===== config.mk =====
export PLATFORM = sky130hd
export DESIGN_NAME = pixel_rx_flat
export DESIGN_NICKNAME = d
export VERILOG_FILES = /design/src/rtl/pixel_rx_if.sv /design/src/rtl/pixel_rx.sv /design/src/flat_wrapper.sv
export SDC_FILE = /design/constraint.sdc
export NUM_CORES = 1
export LEC_CHECK = 0
export CAP_MARGIN = 20
export CORE_MARGIN = 5
export CORE_UTILIZATION = 60
export CTS_CLUSTER_DIAMETER = 200
export CTS_CLUSTER_SIZE = 24
export DETAILED_ROUTE_END_ITERATION = 12
export PLACE_DENSITY = 0.86
export SLEW_MARGIN = 0
export SYNTH_ARGS = -nofsm -noshare
export SYNTH_HDL_FRONTEND = slang
export SYNTH_SLANG_ARGS = --single-unit

===== constraint.sdc =====
create_clock -name clk -period 6.8 [get_ports clk]
set_input_delay 1.36 -clock clk [delete_from_list [all_inputs] [get_ports clk]]
set_output_delay 1.36 -clock clk [all_outputs]
set_load 0.02 [all_outputs]

===== src/rtl/pixel_rx_if.sv =====
// Port bundle for pixel_rx: serial LED-strip input plus decoded pixel/frame outputs.
// Handshake: pix_valid, frame_done and err are single-cycle strobes with no back-pressure;
// pix_data/pix_index are meaningful while pix_valid=1 and hold until the next pix_valid.
interface pixel_rx_if;
  logic        din;
  logic        pix_valid;
  logic [23:0] pix_data;
  logic [7:0]  pix_index;
  logic        frame_done;
  logic [7:0]  pix_count;
  logic        err;
  logic        overflow;
  logic [1:0]  state_dbg;

  modport master (
    output din,
    input  pix_valid, pix_data, pix_index, frame_done, pix_count, err, overflow, state_dbg
  );

  modport slave (
    input  din,
    output pix_valid, pix_data, pix_index, frame_done, pix_count, err, overflow, state_dbg
  );
endinterface


===== src/rtl/pixel_rx.sv =====
// Pulse-width decoder for a WS281x-style LED-strip line: recovers 24-bit pixels
// (LSB first) per frame, with frame-gap detection, glitch filtering and error reporting.
module pixel_rx #(
  parameter int THRESH       = 8,
  parameter int MIN_HIGH     = 2,
  parameter int MAX_HIGH     = 31,
  parameter int RESET_CYCLES = 500,
  parameter int MAX_PIX      = 60
) (
  input  logic       clk,
  input  logic       rst,
  pixel_rx_if.slave  bus
);
  localparam int HI_W = $clog2(MAX_HIGH + 2);
  localparam int LO_W = $clog2(RESET_CYCLES + 1);

  localparam logic [HI_W-1:0] HI_ONE = HI_W'(1);
  localparam logic [HI_W-1:0] HI_SAT = HI_W'(MAX_HIGH + 1);
  localparam logic [HI_W-1:0] HI_MIN = HI_W'(MIN_HIGH);
  localparam logic [HI_W-1:0] HI_THR = HI_W'(THRESH);
  localparam logic [LO_W-1:0] LO_ONE = LO_W'(1);
  localparam logic [LO_W-1:0] LO_END = LO_W'(RESET_CYCLES);
  localparam logic [7:0]      SLOT_MAX = 8'(MAX_PIX);

  localparam logic [1:0] ST_SYNC = 2'd0;
  localparam logic [1:0] ST_IDLE = 2'd1;
  localparam logic [1:0] ST_HIGH = 2'd2;
  localparam logic [1:0] ST_LOW  = 2'd3;

  logic            din_m_q, din_m_d;
  logic            din_s_q, din_s_d;
  logic [1:0]      state_q, state_d;
  logic            from_low_q, from_low_d;
  logic [HI_W-1:0] hi_cnt_q, hi_cnt_d;
  logic [LO_W-1:0] lo_cnt_q, lo_cnt_d;
  logic [4:0]      bit_cnt_q, bit_cnt_d;
  logic [23:0]     word_q, word_d;
  logic [7:0]      slot_q, slot_d;
  logic            pix_valid_q, pix_valid_d;
  logic [23:0]     pix_data_q, pix_data_d;
  logic [7:0]      pix_index_q, pix_index_d;
  logic            frame_done_q, frame_done_d;
  logic [7:0]      pix_count_q, pix_count_d;
  logic            err_q, err_d;
  logic            overflow_q, overflow_d;

  logic [HI_W-1:0] hi_inc;
  logic [LO_W-1:0] lo_inc;
  logic            bit_val;

  always_comb begin
    din_m_d      = bus.din;
    din_s_d      = din_m_q;
    state_d      = state_q;
    from_low_d   = from_low_q;
    hi_cnt_d     = hi_cnt_q;
    lo_cnt_d     = lo_cnt_q;
    bit_cnt_d    = bit_cnt_q;
    word_d       = word_q;
    slot_d       = slot_q;
    pix_valid_d  = 1'b0;
    pix_data_d   = pix_data_q;
    pix_index_d  = pix_index_q;
    frame_done_d = 1'b0;
    pix_count_d  = pix_count_q;
    err_d        = 1'b0;
    overflow_d   = overflow_q;

    hi_inc  = (hi_cnt_q == HI_SAT) ? HI_SAT : hi_cnt_q + HI_ONE;
    lo_inc  = (lo_cnt_q == LO_END) ? LO_END : lo_cnt_q + LO_ONE;
    bit_val = (hi_cnt_q >= HI_THR);

    case (state_q)
      ST_SYNC: begin
        // Pulses here are ignored; any high restarts the gap measurement.
        if (din_s_q) begin
          lo_cnt_d = '0;
        end else if (lo_inc == LO_END) begin
          lo_cnt_d = '0;
          state_d  = ST_IDLE;
        end else begin
          lo_cnt_d = lo_inc;
        end
      end

      ST_IDLE: begin
        if (din_s_q) begin
          state_d    = ST_HIGH;
          hi_cnt_d   = HI_ONE;
          from_low_d = 1'b0;
        end
      end

      ST_LOW: begin
        if (din_s_q) begin
          state_d    = ST_HIGH;
          hi_cnt_d   = HI_ONE;
          from_low_d = 1'b1;
        end else begin
          lo_cnt_d = lo_inc;
          if (lo_inc == LO_END) begin
            frame_done_d = 1'b1;
            pix_count_d  = slot_q;
            err_d        = (bit_cnt_q != 5'd0);
            bit_cnt_d    = 5'd0;
            word_d       = '0;
            slot_d       = 8'd0;
            lo_cnt_d     = '0;
            state_d      = ST_IDLE;
          end
        end
      end

      ST_HIGH: begin
        if (din_s_q) begin
          hi_cnt_d = hi_inc;
          // Over-long high: the frame is unusable, so drop it and resynchronise.
          if (hi_inc == HI_SAT) begin
            err_d     = 1'b1;
            bit_cnt_d = 5'd0;
            word_d    = '0;
            slot_d    = 8'd0;
            lo_cnt_d  = '0;
            state_d   = ST_SYNC;
          end
        end else if (hi_cnt_q < HI_MIN) begin
          state_d  = from_low_q ? ST_LOW : ST_IDLE;
          lo_cnt_d = LO_ONE;
        end else begin
          state_d  = ST_LOW;
          lo_cnt_d = LO_ONE;
          if (bit_cnt_q == 5'd23) begin
            bit_cnt_d = 5'd0;
            word_d    = '0;
            if (slot_q >= SLOT_MAX) begin
              overflow_d = 1'b1;
            end else begin
              pix_valid_d = 1'b1;
              pix_data_d  = {bit_val, word_q[22:0]};
              pix_index_d = slot_q;
              slot_d      = slot_q + 8'd1;
            end
          end else begin
            word_d    = word_q | (24'(bit_val) << bit_cnt_q);
            bit_cnt_d = bit_cnt_q + 5'd1;
          end
        end
      end

      default: state_d = ST_SYNC;
    endcase
  end

  always_ff @(posedge clk or posedge rst) begin
    if (rst) begin
      din_m_q      <= 1'b0;
      din_s_q      <= 1'b0;
      state_q      <= ST_SYNC;
      from_low_q   <= 1'b0;
      hi_cnt_q     <= '0;
      lo_cnt_q     <= '0;
      bit_cnt_q    <= 5'd0;
      word_q       <= '0;
      slot_q       <= 8'd0;
      pix_valid_q  <= 1'b0;
      pix_data_q   <= '0;
      pix_index_q  <= 8'd0;
      frame_done_q <= 1'b0;
      pix_count_q  <= 8'd0;
      err_q        <= 1'b0;
      overflow_q   <= 1'b0;
    end else begin
      din_m_q      <= din_m_d;
      din_s_q      <= din_s_d;
      state_q      <= state_d;
      from_low_q   <= from_low_d;
      hi_cnt_q     <= hi_cnt_d;
      lo_cnt_q     <= lo_cnt_d;
      bit_cnt_q    <= bit_cnt_d;
      word_q       <= word_d;
      slot_q       <= slot_d;
      pix_valid_q  <= pix_valid_d;
      pix_data_q   <= pix_data_d;
      pix_index_q  <= pix_index_d;
      frame_done_q <= frame_done_d;
      pix_count_q  <= pix_count_d;
      err_q        <= err_d;
      overflow_q   <= overflow_d;
    end
  end

  assign bus.pix_valid  = pix_valid_q;
  assign bus.pix_data   = pix_data_q;
  assign bus.pix_index  = pix_index_q;
  assign bus.frame_done = frame_done_q;
  assign bus.pix_count  = pix_count_q;
  assign bus.err        = err_q;
  assign bus.overflow   = overflow_q;
  assign bus.state_dbg  = state_q;

  a_pix_valid_single: assert property (@(posedge clk) disable iff (rst) pix_valid_q |=> !pix_valid_q);
  a_frame_done_single: assert property (@(posedge clk) disable iff (rst) frame_done_q |=> !frame_done_q);
  a_err_single: assert property (@(posedge clk) disable iff (rst) err_q |=> !err_q);
endmodule

===== src/flat_wrapper.sv =====
// flat-port wrapper written by rule: the top's interface ports become plain ports
module pixel_rx_flat 
#(
  parameter int THRESH       = 8,
  parameter int MIN_HIGH     = 2,
  parameter int MAX_HIGH     = 31,
  parameter int RESET_CYCLES = 500,
  parameter int MAX_PIX      = 60
)
  (clk, rst, bus_din, bus_pix_valid, bus_pix_data, bus_pix_index, bus_frame_done, bus_pix_count, bus_err, bus_overflow, bus_state_dbg);
  pixel_rx_if bus_i ();
  input  logic clk;
  input  logic rst;
  input wire logic [$bits(bus_i.din)-1:0] bus_din;
  output wire logic [$bits(bus_i.pix_valid)-1:0] bus_pix_valid;
  output wire logic [$bits(bus_i.pix_data)-1:0] bus_pix_data;
  output wire logic [$bits(bus_i.pix_index)-1:0] bus_pix_index;
  output wire logic [$bits(bus_i.frame_done)-1:0] bus_frame_done;
  output wire logic [$bits(bus_i.pix_count)-1:0] bus_pix_count;
  output wire logic [$bits(bus_i.err)-1:0] bus_err;
  output wire logic [$bits(bus_i.overflow)-1:0] bus_overflow;
  output wire logic [$bits(bus_i.state_dbg)-1:0] bus_state_dbg;
  assign bus_i.din = bus_din;
  assign bus_pix_valid = bus_i.pix_valid;
  assign bus_pix_data = bus_i.pix_data;
  assign bus_pix_index = bus_i.pix_index;
  assign bus_frame_done = bus_i.frame_done;
  assign bus_pix_count = bus_i.pix_count;
  assign bus_err = bus_i.err;
  assign bus_overflow = bus_i.overflow;
  assign bus_state_dbg = bus_i.state_dbg;
  pixel_rx #(.THRESH(THRESH), .MIN_HIGH(MIN_HIGH), .MAX_HIGH(MAX_HIGH), .RESET_CYCLES(RESET_CYCLES), .MAX_PIX(MAX_PIX)) u_core (.clk(clk), .rst(rst), .bus(bus_i));
endmodule

== Word level (Yosys, flattened, before mapping) ==
Index checks and enable logic that the tools add are counted.
Word-level totals
  register bits: 101
  bits of input ports: 3
  output and inout bits: 46
  logic and storage cells: 121
Operators by class
  add/subtract/negate cells: 4
  $lt $le $gt $ge: 3
  eq/ne operators: 19
  shifts and indexed selects: 1
  mux-type cells: 58
  bitwise operators: 4
  reductions and logical operators: 16
Operators by type and width (number)
  24-bit two-way mux: 6
  8-bit two-way mux: 7
  9-bit two-way mux: 6
  24-bit case mux with 2 select lines: 1
  5-bit two-way mux: 6
  9-bit case mux with 3 select lines: 1
  24-bit OR: 1
  1-bit by 5-bit left shift with 24-bit output: 1
  9-bit equality test (second input constant): 2
  6-bit two-way mux: 3
  2-bit two-way mux: 8
  8-bit case mux with 2 select lines: 1
  3-bit AND reduction: 5
  5-bit AND reduction: 3
  1-bit two-way mux: 14
  6-bit equality test (second input constant): 2
  6-bit case mux with 2 select lines: 1
  2-bit by 1-bit inequality test with 1-bit output (second input constant): 5
  5-bit case mux with 2 select lines: 1
  9-bit by 1-bit adder with 9-bit output (second input constant): 1
  8-bit by 1-bit adder with 8-bit output (second input constant): 1
  8-bit by 6-bit >= comparator with 1-bit output (second input constant): 1
  2-bit case mux with 4 select lines: 1
  7-bit AND reduction: 1
  other kinds (18): 26

== Longest topological paths before layout ==
  word-level depth: 7
  gate-level depth with buffers: 10
  gate-level depth less buffers: 8

== Worst setup path before layout ==
No wires, ideal clock.
  path type: flip-flop to flip-flop
  start point: reg u_core.hi_cnt_q[0]
  end point: reg u_core.word_q[0]
  setup time: 119 ps
  arrival: 2525 ps
  data required time: 6681 ps
  path slack: 4156 ps
  cell stages (with the launch flop): 11
  buffers on the path: 2
  period minus slack after synthesis: 2644 ps
  path through: dfrtp_1 -> inv_1 -> ha_1 -> or3_1 -> o32ai_1 -> o211a_1 -> o21ai_1 -> or4b_1 -> buf_2 -> buf_6 -> o21a_1
Between the ends
  longest elaborated chain between the ends: 7
  elaborated cells between the ends (all ways): 15
  classes of those cells: 1 x add/sub; 2 x order compare; 4 x eq/ne; 1 x shift; 5 x mux; 1 x bitwise; 1 x reduce/logical
RTL lines
  start, declared: RTL line pixel_rx.sv:34  | logic [HI_W-1:0] hi_cnt_q, hi_cnt_d;
  start signal, assigned: RTL line pixel_rx.sv:177  | hi_cnt_q <= hi_cnt_d;
  6-bit by 4-bit >= comparator with 1-bit output: RTL line pixel_rx.sv:71  | bit_val = (hi_cnt_q >= HI_THR);
  1-bit by 5-bit left shift with 24-bit output: RTL line pixel_rx.sv:144  | word_d = word_q | (24'(bit_val) << bit_cnt_q);
  24-bit OR: RTL line pixel_rx.sv:144
  24-bit two-way mux: RTL line pixel_rx.sv:132  | if (bit_cnt_q == 5'd23) begin
  24-bit two-way mux: RTL line pixel_rx.sv:126  | end else if (hi_cnt_q < HI_MIN) begin
  24-bit two-way mux: RTL line pixel_rx.sv:115  | if (din_s_q) begin
  24-bit case mux with 2 select lines: RTL line pixel_rx.sv:73  | case (state_q)
  end signal, assigned: RTL line pixel_rx.sv:180  | word_q <= word_d;
  end, declared: RTL line pixel_rx.sv:37  | logic [23:0] word_q, word_d;
Several ways; a longest one is shown, not always the timed one. The select of a mux whose other input is x is not followed.
A chain may end at the register's enable or synchronous reset.

== Final worst setup path ==
  start point: reg u_core.state_q[1], in the netlist u_core.bus.state_dbg[1]
  end point: reg u_core.pix_data_q[8], in the netlist u_core.bus.pix_data[8]
Between the ends
  longest elaborated chain between the ends: 2
RTL lines
  start, declared: RTL line pixel_rx.sv:32  | logic [1:0] state_q, state_d;
  start signal, assigned: RTL line pixel_rx.sv:175  | state_q <= state_d;
  2-bit equality test: RTL line pixel_rx.sv:73
  5-bit AND reduction (no line)
  end signal, assigned: RTL line pixel_rx.sv:183  | pix_data_q <= pix_data_d;
  end, declared: RTL line pixel_rx.sv:40  | logic [23:0] pix_data_q, pix_data_d;
Every way passes these cells.

==> metrics.txt <==
CTS resizes 0; main combinational cell family by area after synthesis simple AND/OR/NAND/NOR gates; Clk pin slew, worst setup/hold paths 0.10 ns; RR Endpoint u_core.bus.pix_data[8]$_DFFE_PP0P_; commonest non-fill, non-tap cell in the layout dfrtp_1; met3 Use GR 4.70%; Die X 99.3 um; GP Congestion 0.902; Post-synth EDFFs 0; CP max FO 24; initial antenna violation count 0; r2r setup slk 3.41 ns; Initial Util 61.9%; total of max-cap violations 0; number of global-route vias before repair 3507; I/O pins 49; Synth Area in XOR/XNOR 1.10%; Int Pwr 0.000788 W; antenna diode count 0; Critical Path End u_core.bus.pix_data[8]$_DFFE_PP0P_; mux cell area share after synthesis 9.37%; Post-synth top flop dfrtp_1; Final Hold Viols 0; clock sinks 100; hold_buf cts 0; setup ws final 3.41 ns; TritonCTS Buffers 9; grt peak-use layer met2; fraction of registers with async set or reset after synthesis 100%; H-tree depth 3; synthesized instance count 434; DP Wirelength 6860 um; Post-CTS Setup Bufs 0; setup TNS 0 ns; crit path cell chain nor2b_1, nand2_1, or3_1, inv_2, mux2_2; part of the power in the clock network 38.8%; Synth-to-Final Area Change 15.5%; required time worst endpoint 7.05 ns; most frequent cells in the layout dfrtp_1 (100), clkdlybuf4s50_1 (48), mux2_2 (37); CTS Buffer Depth 2; Wirelength per Cell 17.0 um; # port buffers 48; pin count of the biggest net entering global routing 65; die area 0.00986 mm^2; # DRC 0; leakage 2.49 nW; Critical Path Source u_core.bus.state_dbg[1]$_DFFE_PP0P_; PD cells 184 mW/mm^2; Placement Setup Slack 3.43 ns; Hold Path Class reg2reg; Post-Synth Adder-Cell Area 2.09%; first-pass GRT wire length 16900 um; remaining antenna violation count 0; Vias 3560; sequential power share 58.9%; f_max 295 MHz; Worst Tran Pin Value 0.984 ns; Avg Cell Area, Syn 11.0 um^2; status completed; Gate power share 2.3%; die span in y 99.3 um; M1 GR Usage 28.7%; Critical Path End Type flop; #FFs+latches synth 100; Syn Nets 445; row count 32; share of cells above drive strength 1 13.3%; core area 0.00773 mm^2; clock latency on the worst-skew pair 0.36 ns; Max VDD drop 0.132 mV; Post-Route WL 9910 um; final core utilization 71.5%; reg2reg start u_core.bus.state_dbg[1]$_DFFE_PP0P_; clock root buffer clkbuf_8; Synth area leader dfrtp_1; final setup fails 0; Initial DRC Count 310; part of the Yosys area used for sequential elements 52.3%; Synth top area share 52.3%; synth unique cells 67; Synth Area in Compound Gates 15.1%; Final nets 486; crit path DAT 3.65 ns; Tmin final 3.39 ns; global route overflow 0; CTS tree done; RSZ-0062 raised after global routing false; final worst-path cycle share 49.9%; Crit Path Class reg2reg; met2 Track Usage GR 34.2%; synth top area cells dfrtp_1 (52%), mux2_2 (8.7%), o21a_1 (4.1%), nand2_1 (2.4%), nor3_1 (2.3%); Slowest-stage cell, CP dfrtp_1; Psw 0.000231 W; vias per cell 6.12; Startpoint Class flop; Setup Skew 0.0148 ns; gr usage total 20.9%; simple-gate share of the synthesized area 16.3%; Yosys Warn Count 0; Sw Share 22.7%; final-report max-slew violation count 0; FF-to-FF path depth 5; synthesized cell area 0.00478 mm^2; relative slew slack 33.9%; crit-path max cell delay 0.83 ns; drt pass-1 iters 5
## per-layer routing
metal | wire length [um] | vias up
li1 | - | 1658
met1 | 4370 | 1771
met2 | 4870 | 124
met3 | 597 | 7
met4 | 69 | 0
met5 | 0 | -
## how the worst min path moves through the flow
stage                                           to                      from  cells past startpoint
after floorplan           u_core.din_s_q$_DFF_PP0_  u_core.din_m_q$_DFF_PP0_                      0
final                     u_core.din_s_q$_DFF_PP0_  u_core.din_m_q$_DFF_PP0_                      0
after global placement    u_core.din_s_q$_DFF_PP0_  u_core.din_m_q$_DFF_PP0_                      0
after global routing      u_core.din_s_q$_DFF_PP0_  u_core.din_m_q$_DFF_PP0_                      0
after CTS                 u_core.din_s_q$_DFF_PP0_  u_core.din_m_q$_DFF_PP0_                      0
after detailed placement  u_core.din_s_q$_DFF_PP0_  u_core.din_m_q$_DFF_PP0_                      0
## sequential cells by signal, indices dropped and copies added (netlist names), 2 cells and up
register / flops
u_core.bus.pix_data: 24
u_core.word_q: 23
u_core.lo_cnt_q: 9
u_core.bus.pix_count: 8
u_core.bus.pix_index: 8
u_core.slot_q: 8
u_core.hi_cnt_q: 6
u_core.bit_cnt_q: 5
u_core.bus.state_dbg: 2
## power by group through the flow
stage	clock network, W	registers, W	logic, W
3_3_place_gp	0	0.000612	0.0000235
5_1_grt	0.000430	0.000601	0.0000270
4_1_cts	0.000402	0.000600	0.0000240
6_report	0.000396	0.000600	0.0000232
2_1_floorplan	0	0.000610	0.0000184
3_5_place_dp	0	0.000612	0.0000237
## Yosys cell counts, types with 3 or more instances
| library cell | count |
|---|---|
| nand3_1 | 16 |
| nor3_1 | 22 |
| and3_1 | 7 |
| o21a_1 | 26 |
| o31a_1 | 3 |
| a22o_1 | 3 |
| o31ai_1 | 3 |
| nor4_1 | 4 |
| mux2_2 | 37 |
| a21oi_1 | 9 |
| clkbuf_1 | 13 |
| ha_1 | 8 |
| inv_1 | 18 |
| nor4b_1 | 3 |
| nand4_1 | 3 |
| a31oi_1 | 5 |
| xor2_1 | 4 |
| nor3b_1 | 12 |
| or3_1 | 7 |
| nor2_1 | 13 |
| o211ai_1 | 4 |
| nand2_1 | 30 |
| o21ai_0 | 18 |
| and2_1 | 4 |
| buf_2 | 4 |
| nor2b_1 | 6 |
| dfrtp_1 | 100 |
## metrics by stage
stage | power (W) | instances | area [um^2] | hold WS (ns)
floorplan | 0.000628 | 434 | 4780 | 0.331
global placement | 0.000635 | 566 | 5320 | 0.336
detailed placement | 0.000636 | 566 | 5320 | 0.343
CTS | 0.00103 | 582 | 5520 | 0.364
global route | 0.00106 | 582 | 5520 | 0.376
finish | 0.00102 | 582 | 5520 | 0.361
## logic make-up after synthesis
family          Yosys count
compound gates           99
xor+xnor                  6
fa+ha+maj                 8
buf+inv                  41
flops                   100
mux                      40
simple gates            140
## area by class of cell
cell class / instances / area, um^2
Clock buffer: 11 / 141
Clock inverter: 5 / 66.3
Fill cell: 540 / 2200
Inverter: 20 / 77.6
Multi-Input combinational cell: 293 / 2110
Sequential cell: 100 / 2500
Tap cell: 102 / 128
Timing Repair Buffer: 51 / 503
## critical path: cells and delay by family, from the launching register on
family / cells / cell delay [ns]
multiplexers: 1 / 0.39
flip-flops: 1 / 0.83
AND/OR/NAND/NOR: 3 / 1.60
buffers and inverters: 1 / 0.46
No activity file was read; power rests on OpenSTA's default activity.
